===== src/rtl/vr_rr_arbiter.sv =====
// Round-robin N-to-1 valid/ready arbiter with bounded burst lock and a single
// registered output stage (valid/data/id) towards the shared downstream link.
module vr_rr_arbiter #(
    parameter int N_REQ     = 4,
    parameter int DATA_W    = 8,
    parameter int MAX_BURST = 4,
    parameter int ID_W      = $clog2(N_REQ)
) (
    input  logic                    clk,
    input  logic                    rst_n,
    input  logic [N_REQ*DATA_W-1:0] req_data_i,
    input  logic [N_REQ-1:0]        req_valid_i,
    output logic [N_REQ-1:0]        req_ready_o,
    output logic [DATA_W-1:0]       out_data_o,
    output logic                    out_valid_o,
    output logic [ID_W-1:0]         out_id_o,
    input  logic                    out_ready_i,
    output logic                    lock_o
);

    localparam int CNT_W = $clog2(MAX_BURST + 1);

    localparam logic [0:0] ST_UNLOCKED = 1'b0;
    localparam logic [0:0] ST_LOCKED   = 1'b1;

    logic [0:0]        state;
    logic [ID_W-1:0]   ptr;
    logic [ID_W-1:0]   owner;
    logic [CNT_W-1:0]  beat_cnt;

    logic              load_en;
    logic              locked;
    logic              owner_valid;
    logic              win_vld;
    logic [ID_W-1:0]   win;
    logic [ID_W-1:0]   ptr_nxt;
    logic [CNT_W-1:0]  beat_nxt;
    logic [DATA_W-1:0] win_data;
    logic              xfer;

    assign load_en     = ~out_valid_o | out_ready_i;
    assign locked      = (state == ST_LOCKED);
    assign lock_o      = locked;
    assign owner_valid = req_valid_i[owner];

    // A locked owner keeps the grant only while valid; otherwise the rotating
    // search from ptr (already owner+1) picks the next winner in the same cycle.
    always_comb begin
        logic [ID_W:0]   sum;
        logic [ID_W-1:0] cand;
        sum     = '0;
        cand    = '0;
        win     = '0;
        win_vld = 1'b0;
        if (locked && owner_valid) begin
            win     = owner;
            win_vld = 1'b1;
        end else begin
            for (int unsigned k = 0; k < N_REQ; k++) begin
                sum = {1'b0, ptr} + (ID_W+1)'(k);
                if (sum >= (ID_W+1)'(N_REQ))
                    sum = sum - (ID_W+1)'(N_REQ);
                cand = sum[ID_W-1:0];
                if (!win_vld && req_valid_i[cand]) begin
                    win     = cand;
                    win_vld = 1'b1;
                end
            end
        end
    end

    always_comb begin
        win_data = '0;
        for (int unsigned j = 0; j < N_REQ; j++) begin
            if (win == ID_W'(j))
                win_data = req_data_i[j*DATA_W +: DATA_W];
        end
    end

    always_comb begin
        req_ready_o = '0;
        if (rst_n && win_vld && load_en)
            req_ready_o[win] = 1'b1;
    end

    assign xfer     = win_vld & load_en;
    assign ptr_nxt  = (win == ID_W'(N_REQ - 1)) ? '0 : win + 1'b1;
    assign beat_nxt = beat_cnt + 1'b1;

    always_ff @(posedge clk or negedge rst_n) begin
        if (!rst_n) begin
            out_valid_o <= 1'b0;
            out_data_o  <= '0;
            out_id_o    <= '0;
            state       <= ST_UNLOCKED;
            ptr         <= '0;
            owner       <= '0;
            beat_cnt    <= '0;
        end else if (load_en) begin
            if (xfer) begin
                out_data_o  <= win_data;
                out_id_o    <= win;
                out_valid_o <= 1'b1;
            end else begin
                out_valid_o <= 1'b0;
            end

            if (locked && owner_valid) begin
                if (beat_nxt == CNT_W'(MAX_BURST)) begin
                    state    <= ST_UNLOCKED;
                    beat_cnt <= '0;
                end else begin
                    beat_cnt <= beat_nxt;
                end
            end else if (xfer) begin
                ptr      <= ptr_nxt;
                owner    <= win;
                beat_cnt <= CNT_W'(1);
                state    <= (MAX_BURST > 1) ? ST_LOCKED : ST_UNLOCKED;
            end else begin
                state    <= ST_UNLOCKED;
                beat_cnt <= '0;
            end
        end
    end

endmodule

===== config.mk =====
export PLATFORM = sky130hd
export DESIGN_NAME = vr_rr_arbiter
export DESIGN_NICKNAME = d
export VERILOG_FILES = /design/src/rtl/vr_rr_arbiter.sv
export SDC_FILE = /design/constraint.sdc
export NUM_CORES = 1
export LEC_CHECK = 0
export BUFFER_PORTS_ARGS = -buffer_cell sky130_fd_sc_hd__buf_2
export CORE_AREA = 2 2 61 63
export DETAILED_ROUTE_END_ITERATION = 10
export DIE_AREA = 0 0 63 65
export GPL_TIMING_DRIVEN = 0
export PLACE_DENSITY = 0.74
export RECOVER_POWER = 50
export SLEW_MARGIN = 20
export SYNTH_ARGS = -nofsm -noshare
export SYNTH_HDL_FRONTEND = slang
export SYNTH_SLANG_ARGS = --single-unit

===== constraint.sdc =====
create_clock -name clk -period 3.2 [get_ports clk]
set_input_delay 0.16 -clock clk [delete_from_list [all_inputs] [get_ports clk]]
set_output_delay 0.16 -clock clk [all_outputs]
set_load 0.005 [all_outputs]

==> flow_metrics.tcl <==
set metrics [dict create \
    place_area_um2 1672 \
    p_int_w 0.0008227 \
    antenna_found_initial 0 \
    register_area_um2 475.5 \
    powerDensity_nw_per_um2 843.8 \
    cts_setup_buffers 0 \
    mostFrequentLayoutCells "53 x buf_2, 19 x dfrtp_1, 18 x a21oi_1" \
    final_area_um2 1704 \
    avgSynthCellArea_um2 8.883 \
    core_um2 3496 \
    critPathLaunchType "flip-flop" \
    clockPowerShare_pct 8.8 \
    async_reset_ff_share_pct 100.0 \
    clkTransAtPathRegs_ns 0.12 \
    ys_ff_latch 19 \
    maxCapViolations 0 \
    ys_types 39 \
    synth_flop_cell "dfrtp_1" \
    setup_ws_ns 0.2592 \
    synth_top_area_share_pct 35.45 \
    synth_top_cell_by_area "dfrtp_1" \
    yosys_warnings 0 \
    required_ns 3.04 \
    grt_pass1_wl_mm 5.713 \
    cts_max_path_buffers 2 \
    layout-drive-gt1-share_pct 32.86 \
    period_share_pct 91.90 \
    grt_pass1_vias 1294 \
    power_leakage_nw 0.8631 \
    multi_input_area_um2 744.5 \
    slew-limit-headroom_pct 65.43 \
    firstDrtPassIters 4 \
    fmax_mhz 340.0 \
    fin_hold_ws_ns 0.1434 \
    seq_area_frac_synth_pct 35.45 \
    io_pins 55 \
    crit_path_start "ptr[1]" \
    dieArea_um2 4095 \
    dp_hpwl_mm 2.564 \
    p_switching_w 0.0006152 \
    final_common_cell "buf_2" \
    h-tree-depth 1 \
    setup_viol 0 \
    drt_iter0_markers 61 \
    swShare_pct 42.78 \
    wirelength_mm 3.370 \
    status "finished clean" \
    rr_worst_depth 10 \
    cts_made_buffers 3 \
    period_needed_ns 2.941 \
    synth_edf_count 0 \
    drc 0 \
    ant_nets 0 \
    track_usage_pct 17.43 \
    rr_startpoint "owner[0]" \
    finalWeightedCongestion 0.8533 \
    power_frac_comb_pct 61.7 \
    crit_type "flip-flop to output port" \
    syn_area_um2 1341 \
    synthCells 151 \
    r2r_setup_slack_ns 0.47 \
    hold_viol_final 0 \
    setup.worst_path.end_class "output port" \
    rows 22 \
    overflow 0 \
    area_delta_synth_final_pct 27.05 \
    r2r-end "out_data_o[5]" \
    nNetsFinal 256 \
    drv_slew 0 \
    p_seq_share_pct 29.6 \
    hp-class "primary input to flip-flop" \
    die_w_um 63 \
    vias 1323 \
    root_buffer "clkbuf_4" \
    start_util_pct 38.37 \
    fin_skew_ns 0.01453 \
    peakVddDrop_uv 388.5 \
    die_h_um 65 \
    grt_max_degree 24 \
    worstSetupEndpoint "req_ready_o[3]" \
    cts_tree "done" \
    wl_per_cell_um 13.06 \
    clock_latency_ns 0.31 \
    tightest_slew_ns 0.5176 \
    critPathMaxFanout 10 \
    synth_area_leaders "dfrtp_1 35%, a21oi_1 6.7%, a211o_1 5.9%" \
    finalSetupTns_ns 0 \
    port_buffers 54 \
    vias_per_cell 5.128 \
    fill_cells 371 \
    pre_cts_ws_ns 0.4319 \
    arrival_ns 2.78 \
    antenna_cells 0 \
    rsz0062_at_grt "false" \
    synth_fp_nets 196 \
    utilization_pct 48.75 \
    cts.sinks 19 \
]
metrics by stage:
step           total power (W)  instances
2_1_floorplan         0.001055        151
5_1_grt               0.001596        258
3_5_place_dp          0.001310        253
6_report              0.001438        258
4_1_cts               0.001440        258
3_3_place_gp          0.001293        253
layout make-up:
class | instances | area share, %
buffer | 11 | 3.965
clock buffer | 4 | 1.542
inverter | 14 | 3.084
multi-input combinational | 107 | 43.69
sequential | 19 | 27.90
tap | 48 | 3.524
timing repair buffer | 55 | 16.30
power by group through the flow:
stage                     clock (W)  combinational, W  sequential [W]
after floorplan                   0          0.000629        0.000427
after global placement            0          0.000866        0.000427
after detailed placement          0          0.000882        0.000429
after CTS                  0.000128          0.000889        0.000424
after global routing       0.000141           0.00101        0.000441
final                      0.000126          0.000887        0.000425
state kept, by name, summed over array words and instances (netlist names):
| signal | cells |
|---|---|
| out_data_o | 8 |
| beat_cnt | 3 |
| out_id_o | 2 |
| owner | 2 |
| ptr | 2 |
| lock_o | 1 |
| out_valid_o | 1 |
timing repair:
item | in CTS | in global routing
endpoints found under the hold margin | 19 | 0
hold buffers | 1 | 0
resized for setup | 0 | 5
setup endpoints to repair | 0 | 2
critical path, cell delays in order, from the launching register on:
cell      delay [ns]
dfrtp_1         0.37
buf_2           0.17
a21bo_2         0.23
a221oi_1        0.38
mux2i_2         0.18
inv_1           0.12
ha_1            0.14
clkbuf_1        0.31
clkbuf_2        0.30
and3_1          0.19
buf_2           0.11
layer usage:
metal	routed length [µm]	GRT usage [%]
met1	1477	20.89
met2	1710	31.38
met3	164	4.340
met4	17	3.889
met5	0	0
logic make-up (layout without fill, tap and decap cells):
family,after synthesis,count (layout),share of synthesized area (%)
AOI/OAI and AO/OA,56,56,30.22
and+or+nand+nor,40,40,15.58
buffers and inverters,25,84,9.328
DFF,19,19,35.45
adders and majority gates,6,6,5.597
muxes,5,5,3.825
cell usage after synthesis, types with 2 or more instances:
cell type	n
a211o_1	9
a211oi_1	2
a21oi_1	18
a221oi_1	8
and3_1	4
buf_6	4
clkbuf_1	6
dfrtp_1	19
ha_1	6
inv_1	14
mux2i_1	4
nand2_1	8
nor2_1	14
nor2b_1	5
o21ai_0	6
worst min-delay path by stage:
| stage | start | to | slack, ns | cells past startpoint |
|---|---|---|---|---|
| floorplan | rst_n | beat_cnt[0] | -0.14 | 0 |
| global placement | rst_n | out_data_o[4] | 0.14 | 1 |
| detailed placement | rst_n | out_data_o[4] | 0.15 | 1 |
| CTS | req_data_i[25] | out_data_o[1] | 0.15 | 3 |
| global route | req_data_i[26] | out_data_o[2] | 0.16 | 3 |
| finish | req_data_i[25] | out_data_o[1] | 0.14 | 3 |
Note: power is estimated with default switching activity, not from simulation.
